<file path="src/rtl/ca_rng_if.sv">
// ca_rng_if: seed, request/grant and random-word signals of the CA random number controller
interface ca_rng_if;
  logic        seed_load;
  logic [15:0] seed_in;
  logic [1:0]  req;
  logic [1:0]  gnt;
  logic [15:0] rnd_out;
  logic        busy;
  modport master (output seed_load, seed_in, req, input gnt, rnd_out, busy);
  modport slave  (input seed_load, seed_in, req, output gnt, rnd_out, busy);
endinterface

</file>
<file path="src/rtl/ca_rng_ctrl.sv">
// ca_rng_ctrl: hybrid rule-90/150 CA generator with warm-up and round-robin delivery of
// one random word per grant to two requesters
module ca_rng_ctrl #(
  parameter logic [15:0] SEED   = 16'hACE1,
  parameter int unsigned WARMUP = 16
) (
  input logic     clk,
  input logic     rst,
  ca_rng_if.slave bus
);
  typedef enum logic {WARM, READY} state_t;
  localparam state_t     INIT_ST = (WARMUP == 0) ? READY : WARM;
  localparam logic [7:0] WARM_N  = 8'(WARMUP);
  state_t      fsm_q, fsm_d;
  logic [15:0] s_q, s_d, rnd_q, rnd_d, s_step;
  logic [7:0]  cnt_q, cnt_d;
  logic [1:0]  gnt_q, gnt_d, elig;
  logic        prio_q, prio_d, ready;
  always_comb begin
    ready  = fsm_q == READY;
    // rule 150 on even cells, rule 90 on odd cells; shifts give null boundaries
    s_step = s_q == '0 ? SEED : (s_q << 1) ^ (s_q >> 1) ^ (s_q & 16'h5555);
    elig   = bus.req & ~gnt_q & {2{ready && !bus.seed_load}};
    gnt_d  = elig == 2'b11 ? (prio_q ? 2'b10 : 2'b01) : elig;
    prio_d = gnt_d[0] ? 1'b1 : gnt_d[1] ? 1'b0 : prio_q;
    s_d    = bus.seed_load ? (bus.seed_in == '0 ? SEED : bus.seed_in)
           : (!ready || gnt_q != 2'b00) ? s_step : s_q;
    rnd_d  = gnt_d != 2'b00 ? s_d : rnd_q;
    cnt_d  = bus.seed_load ? WARM_N : ready ? cnt_q : cnt_q - 8'd1;
    fsm_d  = bus.seed_load ? INIT_ST : (!ready && cnt_q == 8'd1) ? READY : fsm_q;
  end
  always_ff @(posedge clk or negedge rst) begin
    if (!rst) begin
      fsm_q  <= INIT_ST;
      s_q    <= SEED;
      cnt_q  <= WARM_N;
      gnt_q  <= 2'b00;
      rnd_q  <= 16'h0000;
      prio_q <= 1'b0;
    end else begin
      fsm_q  <= fsm_d;
      s_q    <= s_d;
      cnt_q  <= cnt_d;
      gnt_q  <= gnt_d;
      rnd_q  <= rnd_d;
      prio_q <= prio_d;
    end
  end
  assign bus.gnt     = gnt_q;
  assign bus.rnd_out = rnd_q;
  assign bus.busy    = fsm_q == WARM;
endmodule
</file>
<file path="src/flat_wrapper.sv">
// flat-port wrapper written by rule: the top's interface ports become plain ports
module ca_rng_ctrl_flat 
#(
  parameter logic [15:0] SEED   = 16'hACE1,
  parameter int unsigned WARMUP = 16
)
  (clk, rst, bus_seed_load, bus_seed_in, bus_req, bus_gnt, bus_rnd_out, bus_busy);
  ca_rng_if bus_i ();
  input logic clk;
  input logic rst;
  input wire logic [$bits(bus_i.seed_load)-1:0] bus_seed_load;
  input wire logic [$bits(bus_i.seed_in)-1:0] bus_seed_in;
  input wire logic [$bits(bus_i.req)-1:0] bus_req;
  output wire logic [$bits(bus_i.gnt)-1:0] bus_gnt;
  output wire logic [$bits(bus_i.rnd_out)-1:0] bus_rnd_out;
  output wire logic [$bits(bus_i.busy)-1:0] bus_busy;
  assign bus_i.seed_load = bus_seed_load;
  assign bus_i.seed_in = bus_seed_in;
  assign bus_i.req = bus_req;
  assign bus_gnt = bus_i.gnt;
  assign bus_rnd_out = bus_i.rnd_out;
  assign bus_busy = bus_i.busy;
  ca_rng_ctrl #(.SEED(SEED), .WARMUP(WARMUP)) u_core (.clk(clk), .rst(rst), .bus(bus_i));
endmodule
</file>
<file path="config.mk">
export PLATFORM = sky130hd
export DESIGN_NAME = ca_rng_ctrl_flat
export DESIGN_NICKNAME = d
export VERILOG_FILES = /design/src/rtl/ca_rng_if.sv /design/src/rtl/ca_rng_ctrl.sv /design/src/flat_wrapper.sv
export SDC_FILE = /design/constraint.sdc
export NUM_CORES = 1
export LEC_CHECK = 0
export ABC_CLOCK_PERIOD_IN_PS = 2810
export BUFFER_PORTS_ARGS = -buffer_cell sky130_fd_sc_hd__buf_2
export CAP_MARGIN = 40
export CORE_MARGIN = 3
export CORE_UTILIZATION = 60
export CTS_BUF_LIST = sky130_fd_sc_hd__clkbuf_4
export DETAILED_ROUTE_END_ITERATION = 12
export HOLD_SLACK_MARGIN = 0.06
export PLACE_DENSITY_LB_ADDON = 0.05
export RECOVER_POWER = 100
export SYNTH_ARGS = -nofsm -noshare
export SYNTH_HDL_FRONTEND = slang
export SYNTH_SLANG_ARGS = --single-unit
</file>
<file path="constraint.sdc">
create_clock -name clk -period 2.81 [get_ports clk]
set_input_delay 0.4215 -clock clk [delete_from_list [all_inputs] [get_ports clk]]
set_output_delay 0.4215 -clock clk [all_outputs]
set_load 0.02 [all_outputs]
</file>
==> run_results.csv, run 1 <==
group,metric,value,unit
clock_network,cts_sinks,44,
route,avgRoutedWirePerCell,15.4,µm
route,ant_nets,0,
route,dr.first_iter.drc_count,91,
worst_setup_path,cp_data_arrival_time,2.42,ns
synth,synth_top_area_cell,"dfrtp_1",
clock_network,numCtsBuffers,5,
worst_setup_path,path_buf_inv,0,
worst_setup_path,startpoint_type,"flop",
global_route,grt_pass1_wl,7.63,mm
final_layout,antenna_cells,0,
final_layout,drive_gt1_frac,0.189,
global_route,grt_pass1_vias,1624,
route,wl_met1,1.98,mm
worst_setup_path,crit_type,"flop to flop",
route,route.met3.wl,245,µm
worst_setup_path,critPathSlowestCell,"or2_0",
clock_network,clock_path_buffers,2,
synth,synth_area,0.00220,mm²
synth,ys_seq_area_frac,0.506,
sta,worst_pin_slew,1.21,ns
pwr,comb_power_share,0.423,
global_route,overflow,0,
synth,syn_inst,207,
final_layout,seq_area,0.00111,mm²
synth,yosysWarnings,0,
sta,rsz0062_at_grt,"no",
pwr,p_sw,0.00101,W
synth,ys.flop_type,"dfrtp_1",
worst_setup_path,endpoint_kind,"flop",
synth,avgSynthCellArea,10.6,µm²
global_route,track_usage,0.232,
synth,synth_common_cells,"dfrtp_1, nor2_1, xnor2_1",
sta,setup_viol,0,
worst_hold_path,hp-class,"primary input to flop",
route,top_layer,"met4",
floorplanning,coreArea,0.00344,mm²
sta,final_hold_viol_count,0,
sta,fin_crit_sh,0.775,
placed_design,dp_hpwl,3.46,mm
global_route,grt_max_degree,31,
sta,max-slew-margin-rel,0.194,
pwr,ir_worst_vdd,0.633,mV
placed_design,io_buffers,39,
synth,synth_top_area_share,0.398,
floorplanning,dieWidth,66.5,µm
route,drt_wl_total,4.54,mm
final_layout,nFillCells,270,
placed_design,postPlaceCellArea,0.00243,mm²
synth,synth_edf_count,0,
final_layout,areaGrowthSynthToFinish,11.8,%
synth,yosysUniqueCellTypes,39,
clock_network,clkTransAtPathRegs,0.12,ns
floorplanning,row_count,21,
clock_network,clk_latency,0.35,ns
synth,synthArstFlopShare,1.00,
run,drv_cap,0,
route,num_vias,1667,
sta,period_needed,2.18,ns
worst_setup_path,crit_fanout,14,
worst_setup_path,crit_required,3.05,ns
pwr,power_frac_seq,0.456,
floorplanning,dieArea,0.00443,mm²
worst_setup_path,slowest_delay,0.77,ns
final_layout,num-nets-final,272,
route,met2_length,2.27,mm
pwr,internal_power,0.00151,W
worst_setup_path,crit_family,"simple AND/OR/NAND/NOR gates",
synth,yosysMostFrequentCell,"dfrtp_1",
route,dr.pass1.iters,5,
floorplanning,ios,40,
route,drc,0,
placed_design,globalplace.congestion,0.948,
pwr,swShare,0.400,
clock_network,cts_tree,"built",
global_route,grt_antenna_before_repair,0,
synth,yosys-top-cells-area,"dfrtp_1, dfstp_2, xnor2_1",
clock_network,cts-root-buf,"clkbuf_4",
sta,setup_tns,0,ns
clock_network,htree_levels,2,
sta,finalClockSkew,0.00875,ns
synth,synth_seq_cells,44,
final_layout,stdcell_area,0.00246,mm²
route,viasPerCell,5.65,
sta,slew_violations,0,
worst_setup_path,path_cells,"and4bb_1, or2_0, mux2_2",
floorplanning,die_h,66.5,µm
pwr,p_leak,1.08,nW
outcome,status,"finished, final reports clean",
floorplanning,start_util,0.639,
synth,syn_nets,231,
final_layout,multi_input_area,991,µm²
pwr,clkPwrFrac,0.121,
pwr,p_per_area,1030,mW/mm²
sta,fmax,0.459,GHz
## metrics by stage
step	setup WS (ns)	power, W	hold slack, ns	std cells	utilization
floorplan	1.17	0.00195	0.126	207	-
global route	0.443	0.00271	0.276	295	0.714
CTS	0.893	0.00257	0.270	295	0.725
global placement	0.748	0.00221	0.455	285	0.698
finish	0.632	0.00253	0.286	295	0.714
detailed placement	0.620	0.00226	0.418	286	0.706
## cells in the final DEF (no fill, tap or decap), types with 2 or more instances in the layout
master and instances:
dfrtp_1 35, nor3b_1 2, a31oi_1 7, dfstp_2 9
nand4_1 3, o22a_1 6, o21ai_0 10, nor2_1 26
xnor2_1 22, o21a_1 3, nor4_1 7, a21o_1 4
a2bb2oi_1 2, or3_1 4, ha_1 3, and4bb_1 2
nor3_1 4, mux2_2 10, nand2_1 9, inv_1 8
xor2_1 2, clkbuf_1 21, clkbuf_4 7, buf_2 19
a21oi_1 10
## final timing paths
path	start	to	slack, ns	depth (start not counted)
setup / recovery	u_core.fsm_q	u_core.bus.rnd_out[9]	0.63	3
hold / removal	bus_seed_in[4]	u_core.s_q[4]	0.29	2
setup reg to reg	u_core.fsm_q	u_core.bus.rnd_out[9]	0.63	3
hold reg to reg	u_core.bus.rnd_out[3]	u_core.bus.rnd_out[3]	0.49	2
max in group asynchronous	rst	u_core.s_q[11]	1.21	3
min in group asynchronous	rst	u_core.bus.rnd_out[12]	0.83	2
## metal layers
metal,up-vias,track usage
met1,807,0.290
met4,0,0.0609
met5,-,0
met3,6,0.0573
met2,42,0.400
li1,812,-
## registers in the layout, indices dropped and copies added (netlist names)
signal              cells
u_core.bus.rnd_out     16
u_core.bus.gnt          2
u_core.cnt_q            8
u_core.s_q             16
u_core.prio_q           1
u_core.fsm_q            1
## power groups by stage
stage / clock, W / combinational (W) / sequential, W
floorplan: 0 / 0.000704 / 0.00124
global placement: 0 / 0.00106 / 0.00114
detailed placement: 0 / 0.00110 / 0.00116
CTS: 0.000315 / 0.00111 / 0.00115
global route: 0.000339 / 0.00118 / 0.00118
finish: 0.000306 / 0.00107 / 0.00115
## what timing repair did
| action | in CTS | in global routing |
|---|---|---|
| hold buffers | 1 | 0 |
| gates resized for setup | 0 | 0 |
| hold endpoints to repair | 14 | 0 |
| setup endpoints to repair | 0 | 0 |
| buffers inserted | 0 | 0 |
## cell families (layout without fill, tap and decap cells)
kind of cell,count (synthesis),after routing,synth area share
mux,10,10,0.0512
buf+inv,16,58,0.0398
compound gates,45,45,0.131
fa+ha+maj,3,3,0.0171
flops,44,44,0.506
xor+xnor,24,24,0.0956
simple gates,65,65,0.159
## final cells by class
class / count / area share
clock buffers: 7 / 0.0214
clock inverters: 1 / 0.00153
inverters: 8 / 0.0122
multi-input cells: 147 / 0.403
flip-flops and latches: 44 / 0.452
well taps: 46 / 0.0234
repair buffers: 42 / 0.0860
Power figures use the tool's default switching activity.
==> run 2, diff against run 1 <==
--- a/config.mk
+++ b/config.mk
@@ -5,11 +5,11 @@
 export SDC_FILE = /design/constraint.sdc
 export NUM_CORES = 1
 export LEC_CHECK = 0
-export ABC_CLOCK_PERIOD_IN_PS = 2810
+export ABC_CLOCK_PERIOD_IN_PS = 2200
 export BUFFER_PORTS_ARGS = -buffer_cell sky130_fd_sc_hd__buf_2
 export CAP_MARGIN = 40
 export CORE_MARGIN = 3
-export CORE_UTILIZATION = 60
+export CORE_UTILIZATION = 57
 export CTS_BUF_LIST = sky130_fd_sc_hd__clkbuf_4
 export DETAILED_ROUTE_END_ITERATION = 12
 export HOLD_SLACK_MARGIN = 0.06
==> constraint.sdc (replaced) <==
create_clock -name clk -period 2.2 [get_ports clk]
set_input_delay 0.33 -clock clk [delete_from_list [all_inputs] [get_ports clk]]
set_output_delay 0.33 -clock clk [all_outputs]
set_load 0.02 [all_outputs]
==> run_results.csv, run 2 (synthesized netlist as in run 1, its figures left out) <==
group,metric,value,unit
outcome,status,"finished, final reports clean",
worst_setup_path,crit_fanout,9,
sta,rsz0062_at_grt,"no",
floorplanning,start_util,0.625,
worst_setup_path,reg2reg_to,"u_core.bus.rnd_out[13]",
route,viasPerCell,5.70,
global_route,overflow,0,
worst_hold_path,whs_endpoint,"u_core.s_q[9]",
route,dr.first_iter.drc_count,96,
worst_setup_path,endpoint_kind,"flop",
floorplanning,dieArea,0.00464,mm²
sta,period_needed,1.97,ns
run,drv_cap,0,
route,avgRoutedWirePerCell,15.7,µm
worst_setup_path,crit_type,"flop to flop",
pwr,comb_power_share,0.422,
sta,worst_pin_slew,1.05,ns
worst_setup_path,crit_required,2.44,ns
floorplanning,ios,40,
final_layout,areaGrowthSynthToFinish,11.8,%
pwr,power,0.00320,W
placed_design,post-place-cells,288,
worst_setup_path,cp_data_arrival_time,2.21,ns
clock_network,cts_tree,"built",
sta,finalClockSkew,0.00764,ns
floorplanning,coreArea,0.00352,mm²
clock_network,cts_resized,0,
global_route,met1_usage,0.280,
sta,fin_crit_sh,0.895,
floorplanning,die_h,68.1,µm
global_route,grt_use_met3,0.0411,
worst_setup_path,startpoint_type,"flop",
final_layout,num-nets-final,275,
pwr,p_sw,0.00128,W
global_route,grt_max_degree,45,
route,dr.pass1.iters,4,
global_route,grt_pass1_wl,7.63,mm
pwr,swShare,0.400,
worst_hold_path,hp-class,"primary input to flop",
global_route,use_met2,0.379,
placed_design,dp_hpwl,3.53,mm
global_route,grt_antenna_before_repair,0,
worst_setup_path,r2r-start,"u_core.s_q[0]",
worst_setup_path,rrSetupSlack,0.23,ns
pwr,p_leak,1.09,nW
final_layout,layout_common_cells,"dfrtp_1, nor2_1, xnor2_1, buf_2, clkbuf_1",
global_route,track_usage,0.225,
clock_network,clk_latency,0.35,ns
pwr,clkPwrFrac,0.116,
worst_setup_path,r2r_cells,7,
route,drc,0,
global_route,grt_pass1_vias,1681,
route,drt_wl_total,4.67,mm
clock_network,htree_levels,2,
final_layout,fin_util,0.698,
clock_network,cts-root-buf,"clkbuf_4",
placed_design,globalplace.congestion,0.882,
sta,final_hold_viol_count,0,
final_layout,drive_gt1_frac,0.207,
route,num_vias,1694,
sta,max-slew-margin-rel,0.303,
clock_network,cts_sinks,44,
final_layout,antenna_cells,0,
clock_network,numCtsBuffers,5,
pwr,p_per_area,1300,mW/mm²
sta,setup_viol,0,
floorplanning,row_count,21,
route,ant_nets,0,
sta,setup_tns,0,ns
worst_hold_path,hold_depth,2,
sta,slew_violations,0,
pwr,ir_worst_vdd,0.714,mV
pwr,power_frac_seq,0.462,
placed_design,io_buffers,39,
clock_network,clkTransAtPathRegs,0.12,ns
floorplanning,dieWidth,68.1,µm
final_layout,layout_commonest_cell,"dfrtp_1",
worst_hold_path,worstHoldStart,"bus_seed_in[9]",
pwr,internal_power,0.00192,W
sta,fmax,0.508,GHz
clock_network,clock_path_buffers,2,
final_layout,fin_cells,297,
global_route,grt-busiest-layer,"met2",
sta,whs,0.195,ns
-- run 2: worst max-delay path by stage --
stage	start	slack, ns	depth (start not counted)	end
floorplan	u_core.bus.gnt[1]	0.56	5	u_core.bus.rnd_out[0]
finish	u_core.s_q[0]	0.23	7	u_core.bus.rnd_out[13]
CTS	u_core.s_q[1]	0.27	6	u_core.bus.rnd_out[2]
global placement	u_core.fsm_q	0.35	3	u_core.bus.rnd_out[13]
global route	u_core.fsm_q	0.08	5	u_core.bus.rnd_out[12]
detailed placement	u_core.s_q[1]	0.28	6	u_core.bus.rnd_out[2]
-- run 2: power by group through the flow --
stage | combinational, W | clock [W] | sequential (W)
after floorplan | 0.000899 | 0 | 0.00159
after global placement | 0.00136 | 0 | 0.00147
after detailed placement | 0.00140 | 0 | 0.00149
after CTS | 0.00141 | 0.000382 | 0.00147
after global routing | 0.00151 | 0.000417 | 0.00152
final | 0.00135 | 0.000372 | 0.00148
-- run 2: area by class of cell --
class,instances,area (µm²)
flip-flops and latches,44,1110
fillers,303,1060
multi-input cells,147,996
repair buffers,45,213
well taps,46,57.6
clock buffers,6,45.0
inverters,8,30.0
clock inverters,1,5.00
-- run 2: per-layer routing --
| layer | up-vias | share of wire |
|---|---|---|
| met2 | 46 | 0.50 |
| met1 | 828 | 0.44 |
| met4 | 0 | 0.014 |
| met5 | - | 0 |
| met3 | 6 | 0.041 |
| li1 | 814 | - |
-- run 2: repair_timing --
action                                 CTS  global route
setup endpoints to repair                0             2
buffers inserted                         0             1
hold buffers                             1             0
endpoints found under the hold margin   35             0
-- run 2: critical path: stages, from the launching register on --
cell      delay, ns
dfstp_2        0.55
inv_1          0.06
ha_1           0.19
nor4b_1        0.15
nand4_1        0.10
clkbuf_1       0.34
a31oi_1        0.17
mux2_2         0.30
-- run 2: stage by stage --
step                      instance area (µm²)  setup slack, ns
after global placement                   2440            0.349
after CTS                                2500            0.267
after detailed placement                 2440            0.282
after floorplan                          2200            0.555
final                                    2460            0.231
after global routing                     2460           0.0832
